[config.mk]
export PLATFORM = sky130hd
export DESIGN_NAME = instruction_fetch_flat
export DESIGN_NICKNAME = d
export VERILOG_FILES = /design/src/rtl/cpu_pkg.sv /design/src/rtl/instruction_fetch_if.sv /design/src/rtl/ifetch_fifo.sv /design/src/rtl/instruction_fetch.sv /design/src/flat_wrapper.sv
export SDC_FILE = /design/constraint.sdc
export NUM_CORES = 1
export LEC_CHECK = 0
export ABC_AREA = 1
export BUFFER_PORTS_ARGS = -buffer_cell sky130_fd_sc_hd__clkbuf_2
export CORE_MARGIN = 5
export CORE_UTILIZATION = 35
export DETAILED_ROUTE_END_ITERATION = 7
export PLACE_DENSITY = 0.52
export SETUP_SLACK_MARGIN = 0.1
export SLEW_MARGIN = 20
export SYNTH_ARGS = -nofsm -noshare
export SYNTH_HDL_FRONTEND = slang
export SYNTH_SLANG_ARGS = --single-unit
[constraint.sdc]
create_clock -name clk -period 5.11 [get_ports clk]
set_clock_uncertainty 0.05 [all_clocks]
set_input_delay 0 -clock clk [delete_from_list [all_inputs] [get_ports clk]]
set_output_delay 0 -clock clk [all_outputs]
set_load 0.05 [all_outputs]
[src/rtl/cpu_pkg.sv]
// ============================================================================
//  Module   : cpu_pkg
//  Purpose  : Shared widths, the NOP encoding and the fetch-state type used by
//             the instruction fetch unit and its FIFO.
//  Revision : 1.0 - initial release
// ============================================================================
`default_nettype none

package cpu_pkg;

    localparam int DEF_ADDR_WIDTH  = 5;
    localparam int DEF_INSTR_WIDTH = 8;

    localparam logic [7:0] NOP_INSTR = 8'h00;

    // IDLE: nothing outstanding; REQ: live request; FLUSH: request whose data is discarded
    typedef enum logic [1:0] {
        ST_IDLE  = 2'd0,
        ST_REQ   = 2'd1,
        ST_FLUSH = 2'd2
    } fetch_state_e;

endpackage

`default_nettype wire

[src/rtl/instruction_fetch_if.sv]
// ============================================================================
//  Module   : instruction_fetch_if
//  Purpose  : Program-memory read port, instruction handshake and control
//             (jump/halt) bundle. master = fetch unit, slave = environment.
//  Revision : 1.0 - initial release
// ============================================================================
`default_nettype none

interface instruction_fetch_if
    import cpu_pkg::*;
#(
    parameter int ADDR_WIDTH  = DEF_ADDR_WIDTH,
    parameter int INSTR_WIDTH = DEF_INSTR_WIDTH
);
    logic                   mem_req;
    logic [ADDR_WIDTH-1:0]  mem_addr;
    logic                   mem_ack;
    logic [INSTR_WIDTH-1:0] mem_rdata;
    logic                   instr_valid;
    logic                   instr_ready;
    logic [INSTR_WIDTH-1:0] instr;
    logic [ADDR_WIDTH-1:0]  pc;
    logic                   jump;
    logic [ADDR_WIDTH-1:0]  jump_addr;
    logic                   halt;

    modport master (
        output mem_req, mem_addr, instr_valid, instr, pc,
        input  mem_ack, mem_rdata, instr_ready, jump, jump_addr, halt
    );

    modport slave (
        input  mem_req, mem_addr, instr_valid, instr, pc,
        output mem_ack, mem_rdata, instr_ready, jump, jump_addr, halt
    );

endinterface

`default_nettype wire

[src/rtl/ifetch_fifo.sv]
// ============================================================================
//  Module   : ifetch_fifo
//  Purpose  : Small synchronous FIFO of {instr, pc} entries with clear.
//             Head entry comes straight from flop storage. A push into a
//             full FIFO is accepted when a pop happens on the same edge.
//  Revision : 1.0 - initial release
// ============================================================================
`default_nettype none

module ifetch_fifo #(
    parameter int DEPTH = 2,
    parameter int WIDTH = 13
) (
    input  wire logic                   clk,
    input  wire logic                   rst_n,
    input  wire logic                   i_clear,
    input  wire logic                   i_push,
    input  wire logic                   i_pop,
    input  wire logic [WIDTH-1:0]       i_data,
    output logic      [WIDTH-1:0]       o_data,
    output logic                        o_full,
    output logic                        o_empty,
    output logic      [$clog2(DEPTH):0] o_count
);

    localparam int PW = $clog2(DEPTH);
    localparam int CW = PW + 1;

    logic [WIDTH-1:0] r_mem [DEPTH];
    logic [PW-1:0]    r_rd_ptr;
    logic [PW-1:0]    r_wr_ptr;
    logic [CW-1:0]    r_count;
    logic             w_do_push;
    logic             w_do_pop;

    assign o_empty   = (r_count == '0);
    assign o_full    = (r_count == CW'(DEPTH));
    assign o_count   = r_count;
    assign o_data    = r_mem[r_rd_ptr];
    assign w_do_pop  = i_pop && !o_empty;
    assign w_do_push = i_push && (!o_full || w_do_pop);

    // Pointer and occupancy bookkeeping; clear wins over push/pop
    always_ff @(posedge clk or negedge rst_n) begin
        if (!rst_n) begin
            r_rd_ptr <= '0;
            r_wr_ptr <= '0;
            r_count  <= '0;
        end else if (i_clear) begin
            r_rd_ptr <= '0;
            r_wr_ptr <= '0;
            r_count  <= '0;
        end else begin
            if (w_do_push) r_wr_ptr <= r_wr_ptr + PW'(1);
            if (w_do_pop)  r_rd_ptr <= r_rd_ptr + PW'(1);
            r_count <= r_count + CW'(w_do_push) - CW'(w_do_pop);
        end
    end

    // Entry storage, zeroed on reset so the head reads 0 while empty after reset
    always_ff @(posedge clk or negedge rst_n) begin
        if (!rst_n) begin
            for (int i = 0; i < DEPTH; i++) r_mem[i] <= '0;
        end else if (w_do_push && !i_clear) begin
            r_mem[r_wr_ptr] <= i_data;
        end
    end

endmodule

`default_nettype wire

[src/rtl/instruction_fetch.sv]
// ============================================================================
//  Module   : instruction_fetch
//  Purpose  : Fetches bytes from program memory at an internal PC, buffers
//             them with their address and delivers them over valid/ready.
//             Handles jump redirection (stale data discarded) and halt.
//  Config   : IFETCH_ZERO_SKIP_EN - when defined, acked NOP (8'h00) words are
//             not buffered; the PC still advances.
//  Revision : 1.0 - initial release
// ============================================================================
`default_nettype none

module instruction_fetch
    import cpu_pkg::*;
#(
    parameter int ADDR_WIDTH  = DEF_ADDR_WIDTH,
    parameter int INSTR_WIDTH = DEF_INSTR_WIDTH,
    parameter int FIFO_DEPTH  = 2
) (
    input  wire logic             clk,
    input  wire logic             rst_n,
    instruction_fetch_if.master   bus
);

    localparam int CW = $clog2(FIFO_DEPTH) + 1;
    localparam int EW = INSTR_WIDTH + ADDR_WIDTH;

    fetch_state_e          r_state;
    fetch_state_e          w_state_nxt;
    logic [ADDR_WIDTH-1:0] r_fetch_pc;
    logic [ADDR_WIDTH-1:0] w_fetch_pc_nxt;
    logic [ADDR_WIDTH-1:0] r_mem_addr;
    logic                  w_keep;
    logic                  w_push;
    logic                  w_pop;
    logic                  w_issue;
    logic                  w_full;
    logic                  w_empty;
    logic [CW-1:0]         w_count;
    logic [CW-1:0]         w_count_after;
    logic [EW-1:0]         w_head;

`ifdef IFETCH_ZERO_SKIP_EN
    assign w_keep = (bus.mem_rdata != INSTR_WIDTH'(NOP_INSTR));
`else
    assign w_keep = 1'b1;
`endif

    // Only a live (non-flushed) ack not cancelled by a simultaneous jump is buffered
    assign w_push = (r_state == ST_REQ) && bus.mem_ack && !bus.jump && w_keep
                    && (!w_full || w_pop);
    assign w_pop  = !w_empty && bus.instr_ready;

    // Occupancy after this edge decides whether another request fits
    assign w_count_after = bus.jump ? '0 : (w_count + CW'(w_push) - CW'(w_pop));
    assign w_issue       = !bus.halt && (w_count_after < CW'(FIFO_DEPTH));

    // Next fetch address: jump target wins, a live ack advances with wrap
    assign w_fetch_pc_nxt = bus.jump                                ? bus.jump_addr :
                            ((r_state == ST_REQ) && bus.mem_ack)    ? r_fetch_pc + ADDR_WIDTH'(1) :
                                                                      r_fetch_pc;

    ifetch_fifo #(
        .DEPTH (FIFO_DEPTH),
        .WIDTH (EW)
    ) u_fifo (
        .clk     (clk),
        .rst_n   (rst_n),
        .i_clear (bus.jump),
        .i_push  (w_push),
        .i_pop   (w_pop),
        .i_data  ({bus.mem_rdata, bus.mem_addr}),
        .o_data  (w_head),
        .o_full  (w_full),
        .o_empty (w_empty),
        .o_count (w_count)
    );

    // Fetch state register
    always_ff @(posedge clk or negedge rst_n) begin
        if (!rst_n) r_state <= ST_IDLE;
        else        r_state <= w_state_nxt;
    end

    // Next-state: one request at a time, jump without ack turns REQ into FLUSH
    always_comb begin
        w_state_nxt = r_state;
        case (r_state)
            ST_IDLE:  w_state_nxt = w_issue ? ST_REQ : ST_IDLE;
            ST_REQ: begin
                if (bus.mem_ack)   w_state_nxt = w_issue ? ST_REQ : ST_IDLE;
                else if (bus.jump) w_state_nxt = ST_FLUSH;
            end
            ST_FLUSH: begin
                if (bus.mem_ack)   w_state_nxt = w_issue ? ST_REQ : ST_IDLE;
            end
            default:  w_state_nxt = ST_IDLE;
        endcase
    end

    // Fetch PC and request address; the address is frozen until its ack
    always_ff @(posedge clk or negedge rst_n) begin
        if (!rst_n) begin
            r_fetch_pc <= '0;
            r_mem_addr <= '0;
        end else begin
            r_fetch_pc <= w_fetch_pc_nxt;
            if (w_state_nxt == ST_REQ) r_mem_addr <= w_fetch_pc_nxt;
        end
    end

    // Outputs: request from state, instruction/pc straight from the FIFO head
    always_comb begin
        bus.mem_req             = (r_state != ST_IDLE);
        bus.mem_addr            = r_mem_addr;
        bus.instr_valid         = !w_empty;
        {bus.instr, bus.pc}     = w_head;
    end

endmodule

`default_nettype wire

[src/flat_wrapper.sv]
// flat-port wrapper written by rule: the top's interface ports become plain ports
module instruction_fetch_flat import cpu_pkg::*;
#(
    parameter int ADDR_WIDTH  = DEF_ADDR_WIDTH,
    parameter int INSTR_WIDTH = DEF_INSTR_WIDTH,
    parameter int FIFO_DEPTH  = 2
)
  (clk, rst_n, bus_mem_req, bus_mem_addr, bus_instr_valid, bus_instr, bus_pc, bus_mem_ack, bus_mem_rdata, bus_instr_ready, bus_jump, bus_jump_addr, bus_halt);
  instruction_fetch_if #(.ADDR_WIDTH(ADDR_WIDTH), .INSTR_WIDTH(INSTR_WIDTH)) bus_i ();
  input  wire logic clk;
  input  wire logic rst_n;
  output wire logic [$bits(bus_i.mem_req)-1:0] bus_mem_req;
  output wire logic [$bits(bus_i.mem_addr)-1:0] bus_mem_addr;
  output wire logic [$bits(bus_i.instr_valid)-1:0] bus_instr_valid;
  output wire logic [$bits(bus_i.instr)-1:0] bus_instr;
  output wire logic [$bits(bus_i.pc)-1:0] bus_pc;
  input wire logic [$bits(bus_i.mem_ack)-1:0] bus_mem_ack;
  input wire logic [$bits(bus_i.mem_rdata)-1:0] bus_mem_rdata;
  input wire logic [$bits(bus_i.instr_ready)-1:0] bus_instr_ready;
  input wire logic [$bits(bus_i.jump)-1:0] bus_jump;
  input wire logic [$bits(bus_i.jump_addr)-1:0] bus_jump_addr;
  input wire logic [$bits(bus_i.halt)-1:0] bus_halt;
  assign bus_mem_req = bus_i.mem_req;
  assign bus_mem_addr = bus_i.mem_addr;
  assign bus_instr_valid = bus_i.instr_valid;
  assign bus_instr = bus_i.instr;
  assign bus_pc = bus_i.pc;
  assign bus_i.mem_ack = bus_mem_ack;
  assign bus_i.mem_rdata = bus_mem_rdata;
  assign bus_i.instr_ready = bus_instr_ready;
  assign bus_i.jump = bus_jump;
  assign bus_i.jump_addr = bus_jump_addr;
  assign bus_i.halt = bus_halt;
  instruction_fetch #(.ADDR_WIDTH(ADDR_WIDTH), .INSTR_WIDTH(INSTR_WIDTH), .FIFO_DEPTH(FIFO_DEPTH)) u_core (.clk(clk), .rst_n(rst_n), .bus(bus_i));
endmodule
==> results of run 1 <==
[final cells by class]
cell class | instances | area, um2
clock buffers | 5 | 68.8
repair buffers | 54 | 348
well taps | 72 | 90.1
inverters | 29 | 109
multi-input cells | 142 | 845
clock inverters | 3 | 21.3
fillers | 561 | 3080
flip-flops and latches | 42 | 1050
[routing by layer]
metal	global-route usage, %	part of all wire (%)	up-vias
met4	4.67	0.64	0
met5	0	0	-
met3	3.14	5.0	2
li1	-	-	815
met2	18.6	46	36
met1	15.9	49	725
[per-stage QoR]
stage	hold WS [ps]	power (mW)
after CTS	3.68	1.48
after global placement	67.5	1.25
final	13.3	1.46
after detailed placement	58.3	1.26
after global routing	41.6	1.58
after floorplan	-346	1.09
[Yosys cell counts]
| master | n | area [um2] |
|---|---|---|
| sky130_fd_sc_hd__or2_2 | 1 | 6.26 |
| sky130_fd_sc_hd__o21ai_0 | 31 | 155 |
| sky130_fd_sc_hd__a31oi_1 | 1 | 6.26 |
| sky130_fd_sc_hd__clkbuf_1 | 3 | 11.3 |
| sky130_fd_sc_hd__nand2_2 | 1 | 6.26 |
| sky130_fd_sc_hd__nand3b_1 | 1 | 7.51 |
| sky130_fd_sc_hd__xor2_1 | 1 | 8.76 |
| sky130_fd_sc_hd__a21o_1 | 1 | 7.51 |
| sky130_fd_sc_hd__xnor2_1 | 1 | 8.76 |
| sky130_fd_sc_hd__nand4_1 | 2 | 12.5 |
| sky130_fd_sc_hd__nand3_2 | 1 | 10.0 |
| sky130_fd_sc_hd__nand2_4 | 1 | 11.3 |
| sky130_fd_sc_hd__a21oi_1 | 3 | 15.0 |
| sky130_fd_sc_hd__nor2_1 | 9 | 33.8 |
| sky130_fd_sc_hd__nand2_1 | 52 | 195 |
| sky130_fd_sc_hd__mux2_4 | 10 | 150 |
| sky130_fd_sc_hd__o22ai_1 | 1 | 6.26 |
| sky130_fd_sc_hd__o21bai_1 | 1 | 7.51 |
| sky130_fd_sc_hd__ha_1 | 4 | 50.1 |
| sky130_fd_sc_hd__nor2_8 | 1 | 20.0 |
| sky130_fd_sc_hd__nor2_4 | 2 | 22.5 |
| sky130_fd_sc_hd__buf_2 | 2 | 10.0 |
| sky130_fd_sc_hd__o21ai_1 | 1 | 5.00 |
| sky130_fd_sc_hd__buf_12 | 1 | 20.0 |
| sky130_fd_sc_hd__dfrtp_1 | 42 | 1050 |
| sky130_fd_sc_hd__buf_4 | 1 | 7.51 |
| sky130_fd_sc_hd__nand3_1 | 13 | 65.1 |
| sky130_fd_sc_hd__mux2_2 | 3 | 33.8 |
| sky130_fd_sc_hd__inv_1 | 29 | 109 |
[timing repair]
action	4_1_cts	5_1_grt
buffers inserted	0	0
gates resized for setup	0	0
hold endpoints to repair	65	0
hold buffers	15	0
[path summary, 6_finish.rpt]
| kind | end | depth (start not counted) |
|---|---|---|
| setup reg to reg | u_core.bus.mem_addr[3]$_DFFE_PN0N_ | 15 |
| hold reg to reg | u_core.u_fifo.r_mem[12]$_DFFE_PN0P_ | 1 |
| hold / removal | u_core.u_fifo.r_rd_ptr$_DFFE_PN0P_ | 4 |
| max in group asynchronous | u_core.r_state[1]$_DFF_PN0_ | 3 |
| setup / recovery | u_core.bus.mem_addr[3]$_DFFE_PN0N_ | 15 |
| min in group asynchronous | u_core.u_fifo.o_count[0]$_DFF_PN0_ | 3 |
[flip-flops by register name (all words and copies together), names as in the netlist]
register                count
u_core.bus.mem_addr         5
u_core.u_fifo.r_mem        26
u_core.u_fifo.r_wr_ptr      1
u_core.r_state              2
u_core.u_fifo.o_count       2
u_core.u_fifo.r_rd_ptr      1
u_core.r_fetch_pc           5
[power by group through the flow]
stage / logic [mW] / registers, mW / clock network [mW]
final: 0.709 / 0.539 / 0.215
after global routing: 0.783 / 0.558 / 0.236
after CTS: 0.719 / 0.542 / 0.223
after detailed placement: 0.708 / 0.548 / 0
after global placement: 0.706 / 0.545 / 0
after floorplan: 0.509 / 0.583 / 0
[worst reg2reg max path, delay by kind of cell, from the launching register on]
family	cells	cell delay, ps
buffers and inverters	4	240
and+or+nand+nor	10	840
adders and majority gates	1	190
DFF	1	420
[cell families (layout without fill, tap and decap cells)]
logic type	after synthesis	in the layout	synth area share (%)
simple gates	84	84	19.0
flops	42	42	51.2
compound gates	39	39	9.87
buf+inv	36	91	7.68
mux	13	13	8.96
fa+ha+maj	4	4	2.44
xor+xnor	2	2	0.853
[placed cells by master, fill, tap and decap left out, types with 2 or more instances in the layout]
cell type,netlist,routed
sky130_fd_sc_hd__clkbuf_8,0,5
sky130_fd_sc_hd__clkbuf_2,0,38
sky130_fd_sc_hd__mux2_4,10,10
sky130_fd_sc_hd__nand4_1,2,2
sky130_fd_sc_hd__ha_1,4,4
sky130_fd_sc_hd__o21ai_0,31,31
sky130_fd_sc_hd__nor2_4,2,2
sky130_fd_sc_hd__a21oi_1,3,3
sky130_fd_sc_hd__mux2_2,3,3
sky130_fd_sc_hd__nand3_1,13,13
sky130_fd_sc_hd__dlygate4sd3_1,0,15
sky130_fd_sc_hd__nor2_1,9,9
sky130_fd_sc_hd__inv_1,29,29
sky130_fd_sc_hd__dfrtp_1,42,42
sky130_fd_sc_hd__nand2_1,52,52
==> impl_metrics.sql, run 1 <==
INSERT INTO impl_metrics (metric_group, metric, value, unit) VALUES
('synthesis', 'syn_area_per_cell', '9.33', 'um2'),
('power_and_ir_drop', 'vdd_ir_drop_max', '204', 'uV'),
('synthesis', 'netlist-cell-type-count', '29', ''),
('power_and_ir_drop', 'power_switching_share', '48.9', '%'),
('setup_path', 'crit_arrival', '1970', 'ps'),
('global_route', 'gr-usage-all-layers', '12.0', '%'),
('drt', 'drt_wl_total', '4.09', 'mm'),
('drt', 'vias', '1578', ''),
('synthesis', 'seq_area_frac_synth', '51.2', '%'),
('setup_path', 'critical_path.max_fanout', '6', ''),
('synthesis', 'ys.warnings.count', '0', ''),
('floorplan', 'core.rowCount', '27', ''),
('setup_path', 'worst-path-buf-inv', '4', ''),
('clock_network', 'tritoncts_clock_tree', 'yes', ''),
('power_and_ir_drop', 'comb_power_share', '48.5', '%'),
('timing', 'tns', '0', 'ps'),
('timing', 'grt_setup_unrepaired', 'no', ''),
('clock_network', 'worstSkewPairLatency', '290', 'ps'),
('global_route', 'grt_pass1_wl', '7.08', 'mm'),
('timing', 'report.final.slew_viol_count', '0', ''),
('setup_path', 'setup.worst_path.class', 'register to register', ''),
('clock_network', 'clk_root_buffer_cell', 'sky130_fd_sc_hd__clkbuf_8', ''),
('power_and_ir_drop', 'p_switching', '715', 'uW'),
('synthesis', 'synthesized_flop_and_latch_total', '42', ''),
('synthesis', 'synth_nets', '243', ''),
('power_and_ir_drop', 'p_per_cell_area', '578', 'mW/mm2'),
('power_and_ir_drop', 'seq_power_share', '36.8', '%'),
('drt', 'wl_per_cell', '11.8', 'um'),
('finish', 'final-instance-count-excl-fill', '347', ''),
('timing', 'timing.max_slew.rel_slack', '48.4', '%'),
('timing', 'post-route-min-period', '1840', 'ps'),
('clock_network', 'cts_max_path_buffers', '2', ''),
('clock_network', 'clk_pin_slew_worst_paths', '80', 'ps'),
('finish', 'layout.cell_area.non_filler', '0.00253', 'mm2'),
('setup_path', 'setup.worst_path.end_class', 'register', ''),
('floorplan', 'ios', '39', ''),
('drt', 'drtIter0Drc', '82', ''),
('clock_network', 'htree_levels', '2', ''),
('global_route', 'grt_pass1_vias', '1496', ''),
('finish', 'post-route-util', '45.2', '%'),
('min_path', 'hold_path.class', 'primary input to register', ''),
('drt', 'dr.pass1.iters', '4', ''),
('finish', 'antenna_diode_count', '0', ''),
('finish', 'layout-drive-gt1-share', '24.4', '%'),
('setup_path', 'rr_startpoint', 'u_core.u_fifo.o_count[1]$_DFF_PN0_', ''),
('setup_path', 'timing.critical_path.slowest_cell_delay', '420', 'ps'),
('timing', 'timing.fmax', '0.544', 'GHz'),
('clock_network', 'cts_made_buffers', '5', ''),
('synthesis', 'syn-cell-area', '0.00205', 'mm2'),
('placement', 'io_buffer_count', '38', ''),
('power_and_ir_drop', 'pwr-share-clk', '14.7', '%'),
('drt', 'viasPerCell', '4.55', ''),
('power_and_ir_drop', 'p_int', '747', 'uW'),
('placement', 'post-place-cells', '324', ''),
('status', 'status', 'finished clean', ''),
('synthesis', 'synth_cells', '220', ''),
('floorplan', 'initial_core_util', '36.6', '%'),
('finish', 'flow.area_growth_from_synthesis', '23.3', '%'),
('placement', 'setup_slack_at_placement', '3260', 'ps'),
('setup_path', 'timing.critical_path.mode_cell', 'sky130_fd_sc_hd__nand2_1', ''),
('global_route', 'globalRoute.totalOverflow', '0', ''),
('timing', 'timing_worst_slew_pin_value', '774', 'ps'),
('drt', 'antenna_left', '0', ''),
('global_route', 'grt_start_max_net_pins', '43', ''),
('finish', 'finalNetCount', '297', ''),
('timing', 'timing_hold_violations_final', '0', ''),
('timing', 'post-route-period-util', '36.0', '%'),
('timing', 'worst_slack', '3270', 'ps'),
('floorplan', 'die_x', '86.6', 'um'),
('min_path', 'min_from', 'bus_instr_ready', ''),
('drt', 'drc', '0', '');
Note: power is estimated with default switching activity, not from simulation.
==> inputs of run 2 (changes only) <==
==> constraint.sdc (replaced) <==
create_clock -name clk -period 1.85 [get_ports clk]
set_clock_uncertainty 0.05 [all_clocks]
set_input_delay 0 -clock clk [delete_from_list [all_inputs] [get_ports clk]]
set_output_delay 0 -clock clk [all_outputs]
set_load 0.05 [all_outputs]
==> impl_metrics.sql, run 2 (synthesized netlist as in run 1, its figures left out) <==
INSERT INTO impl_metrics (metric_group, metric, value, unit) VALUES
('setup_path', 'critical_path.max_fanout', '13', ''),
('timing', 'worst_slack', '174', 'ps'),
('clock_network', 'clk_pin_slew_worst_paths', '90', 'ps'),
('min_path', 'hold_end', 'u_core.r_state[0]$_DFF_PN0_', ''),
('timing', 'tns', '0', 'ps'),
('drt', 'antenna_left', '0', ''),
('run', 'maxCapViolations', '0', ''),
('floorplan', 'initial_core_util', '36.6', '%'),
('timing', 'setup_violations', '0', ''),
('timing', 'timing_worst_slew_pin_value', '575', 'ps'),
('finish', 'finalNetCount', '307', ''),
('finish', 'final-instance-count-excl-fill', '357', ''),
('setup_path', 'kind_of_start_point_of_the_critical_path', 'register', ''),
('finish', 'layout-drive-gt1-share', '33.7', '%'),
('placement', 'hpwlAfterDp', '3.05', 'mm'),
('power_and_ir_drop', 'p_per_cell_area', '1650', 'mW/mm2'),
('drt', 'drt_wl_total', '4.39', 'mm'),
('timing', 'report.final.slew_viol_count', '0', ''),
('finish', 'layout_commonest_cell', 'sky130_fd_sc_hd__nand2_1', ''),
('floorplan', 'dieArea', '0.00750', 'mm2'),
('timing', 'post-route-min-period', '1680', 'ps'),
('min_path', 'min_from', 'bus_halt', ''),
('floorplan', 'die_x', '86.6', 'um'),
('drt', 'vias', '1651', ''),
('setup_path', 'crit_required', '1980', 'ps'),
('clock_network', 'tritoncts_clock_tree', 'yes', ''),
('setup_path', 'r2r-end', 'u_core.u_fifo.r_mem[0]$_DFFE_PN0P_', ''),
('drt', 'viasPerCell', '4.62', ''),
('finish', 'layout.cell_area.non_filler', '0.00276', 'mm2'),
('finish', 'regMostFlops', 'u_core.u_fifo.r_mem', ''),
('setup_path', 'setup.worst_path.class', 'register to register', ''),
('placement', 'post-place-cells', '330', ''),
('floorplan', 'die_h', '86.6', 'um'),
('drt', 'dr.pass1.iters', '4', ''),
('status', 'status', 'finished clean', ''),
('placement', 'gp_congestion', '0.729', ''),
('finish', 'layout.cells.most_common_list', '45 x sky130_fd_sc_hd__nand2_1, 42 x sky130_fd_sc_hd__dfrtp_1, 38 x sky130_fd_sc_hd__clkbuf_2, 31 x sky130_fd_sc_hd__o21ai_0, 22 x sky130_fd_sc_hd__inv_1', ''),
('clock_network', 'cts_num_sinks', '42', ''),
('drt', 'drc', '0', ''),
('drt', 'drtIter0Drc', '64', ''),
('global_route', 'globalRoute.totalOverflow', '0', ''),
('global_route', 'grt_start_max_net_pins', '27', ''),
('finish', 'largest_register_ff_count', '26', ''),
('clock_network', 'clk_root_buffer_cell', 'sky130_fd_sc_hd__clkbuf_8', ''),
('timing', 'timing.fmax', '0.597', 'GHz'),
('placement', 'setup_slack_at_placement', '52.1', 'ps'),
('power_and_ir_drop', 'vdd_ir_drop_max', '834', 'uV'),
('timing', 'timing.max_slew.rel_slack', '61.7', '%'),
('setup_path', 'crit_arrival', '1810', 'ps'),
('global_route', 'number_of_antenna_violations_at_the_first_check_in_global_routing', '0', ''),
('floorplan', 'core.rowCount', '27', ''),
('global_route', 'grt_pass1_wl', '7.50', 'mm'),
('placement', 'io_buffer_count', '38', ''),
('clock_network', 'cts_max_path_buffers', '2', ''),
('floorplan', 'ios', '39', ''),
('clock_network', 'worstSkewPairLatency', '300', 'ps'),
('timing', 'post-route-period-util', '90.6', '%'),
('placement', 'dpl_cell_area', '0.00237', 'mm2'),
('global_route', 'grt_pass1_vias', '1642', ''),
('drt', 'wl_per_cell', '12.3', 'um'),
('setup_path', 'worst-r2r-cell-count', '5', ''),
('clock_network', 'htree_levels', '2', ''),
('min_path', 'hold_path.class', 'primary input to register', ''),
('global_route', 'gr-usage-all-layers', '12.7', '%'),
('clock_network', 'cts_made_buffers', '5', ''),
('power_and_ir_drop', 'power_leakage', '1.37', 'nW'),
('min_path', 'timing.hold.worst_path_depth', '4', ''),
('power_and_ir_drop', 'power', '4.56', 'mW'),
('timing', 'timing_hold_violations_final', '0', ''),
('setup_path', 'reg2reg_setup_slack', '170', 'ps'),
('setup_path', 'rr_startpoint', 'u_core.u_fifo.o_count[1]$_DFF_PN0_', ''),
('timing', 'grt_setup_unrepaired', 'yes', ''),
('finish', 'post-route-util', '49.3', '%'),
('finish', 'flow.area_growth_from_synthesis', '34.6', '%'),
('setup_path', 'setup.worst_path.end_class', 'register', ''),
('timing', 'worst_hold_slack', '12.1', 'ps'),
('floorplan', 'core_footprint', '0.00561', 'mm2'),
('finish', 'antenna_diode_count', '0', '');
==> run 2: changes by cell type in the layout (fill, tap and decap cells not counted), sizes merged <==
cell / before / now
buf: 1 / 12
dlygate4sd3: 15 / 14
bufinv: 0 / 2
clkinv: 2 / 1
clkinvlp: 1 / 0
==> run 2: what timing repair did <==
item,CTS,global route
hold endpoints to repair,44,0
gates resized for setup,3,19
pin swaps,0,10
hold buffers,14,0
setup endpoints to repair,6,10
setup buffers,0,5
==> run 2: power breakdown <==
group	leakage, nW	total, mW	internal, mW	switching (mW)
logic	0.766	2.21	0.682	1.53
registers	0.533	1.47	1.26	0.213
clock network	0.0683	0.877	0.541	0.336
==> run 2: critical path, cell delays in order (launching register included) <==
cell                       delay (ps)
sky130_fd_sc_hd__dfrtp_1          410
sky130_fd_sc_hd__buf_6            130
sky130_fd_sc_hd__nand3b_1         190
sky130_fd_sc_hd__nand2_4          120
sky130_fd_sc_hd__nor2_8           280
sky130_fd_sc_hd__mux2_2           370
==> run 2: routing by layer <==
metal	track usage [%]	up-vias	part of all wire, %
met4	3.40	0	1.2
li1	-	833	-
met2	20.0	25	47
met3	4.28	5	3.9
met5	0	-	0
met1	16.8	788	48
==> run 2: area by class of cell <==
| cell class | instances | area, um2 |
|---|---|---|
| fillers | 560 | 2840 |
| flip-flops and latches | 42 | 1050 |
| multi-input cells | 142 | 927 |
| repair buffers | 64 | 449 |
| inverters | 29 | 109 |
| well taps | 72 | 90.1 |
| clock buffers | 5 | 68.8 |
| clock inverters | 3 | 68.8 |
==> run 2: worst max path at each step <==
stage                                                    end  cells after the start                                from  slack, ps
after floorplan                                 bus_instr[1]                      3  u_core.u_fifo.r_rd_ptr$_DFFE_PN0P_         -6
after global placement    u_core.u_fifo.o_count[1]$_DFF_PN0_                      9         u_core.r_state[1]$_DFF_PN0_         60
after detailed placement  u_core.u_fifo.o_count[1]$_DFF_PN0_                      9         u_core.r_state[1]$_DFF_PN0_         50
after CTS                 u_core.u_fifo.o_count[1]$_DFF_PN0_                      9         u_core.r_state[1]$_DFF_PN0_        120
after global routing      u_core.u_fifo.o_count[1]$_DFF_PN0_                      8  u_core.u_fifo.o_count[1]$_DFF_PN0_         50
final                     u_core.u_fifo.r_mem[0]$_DFFE_PN0P_                      5  u_core.u_fifo.o_count[1]$_DFF_PN0_        170
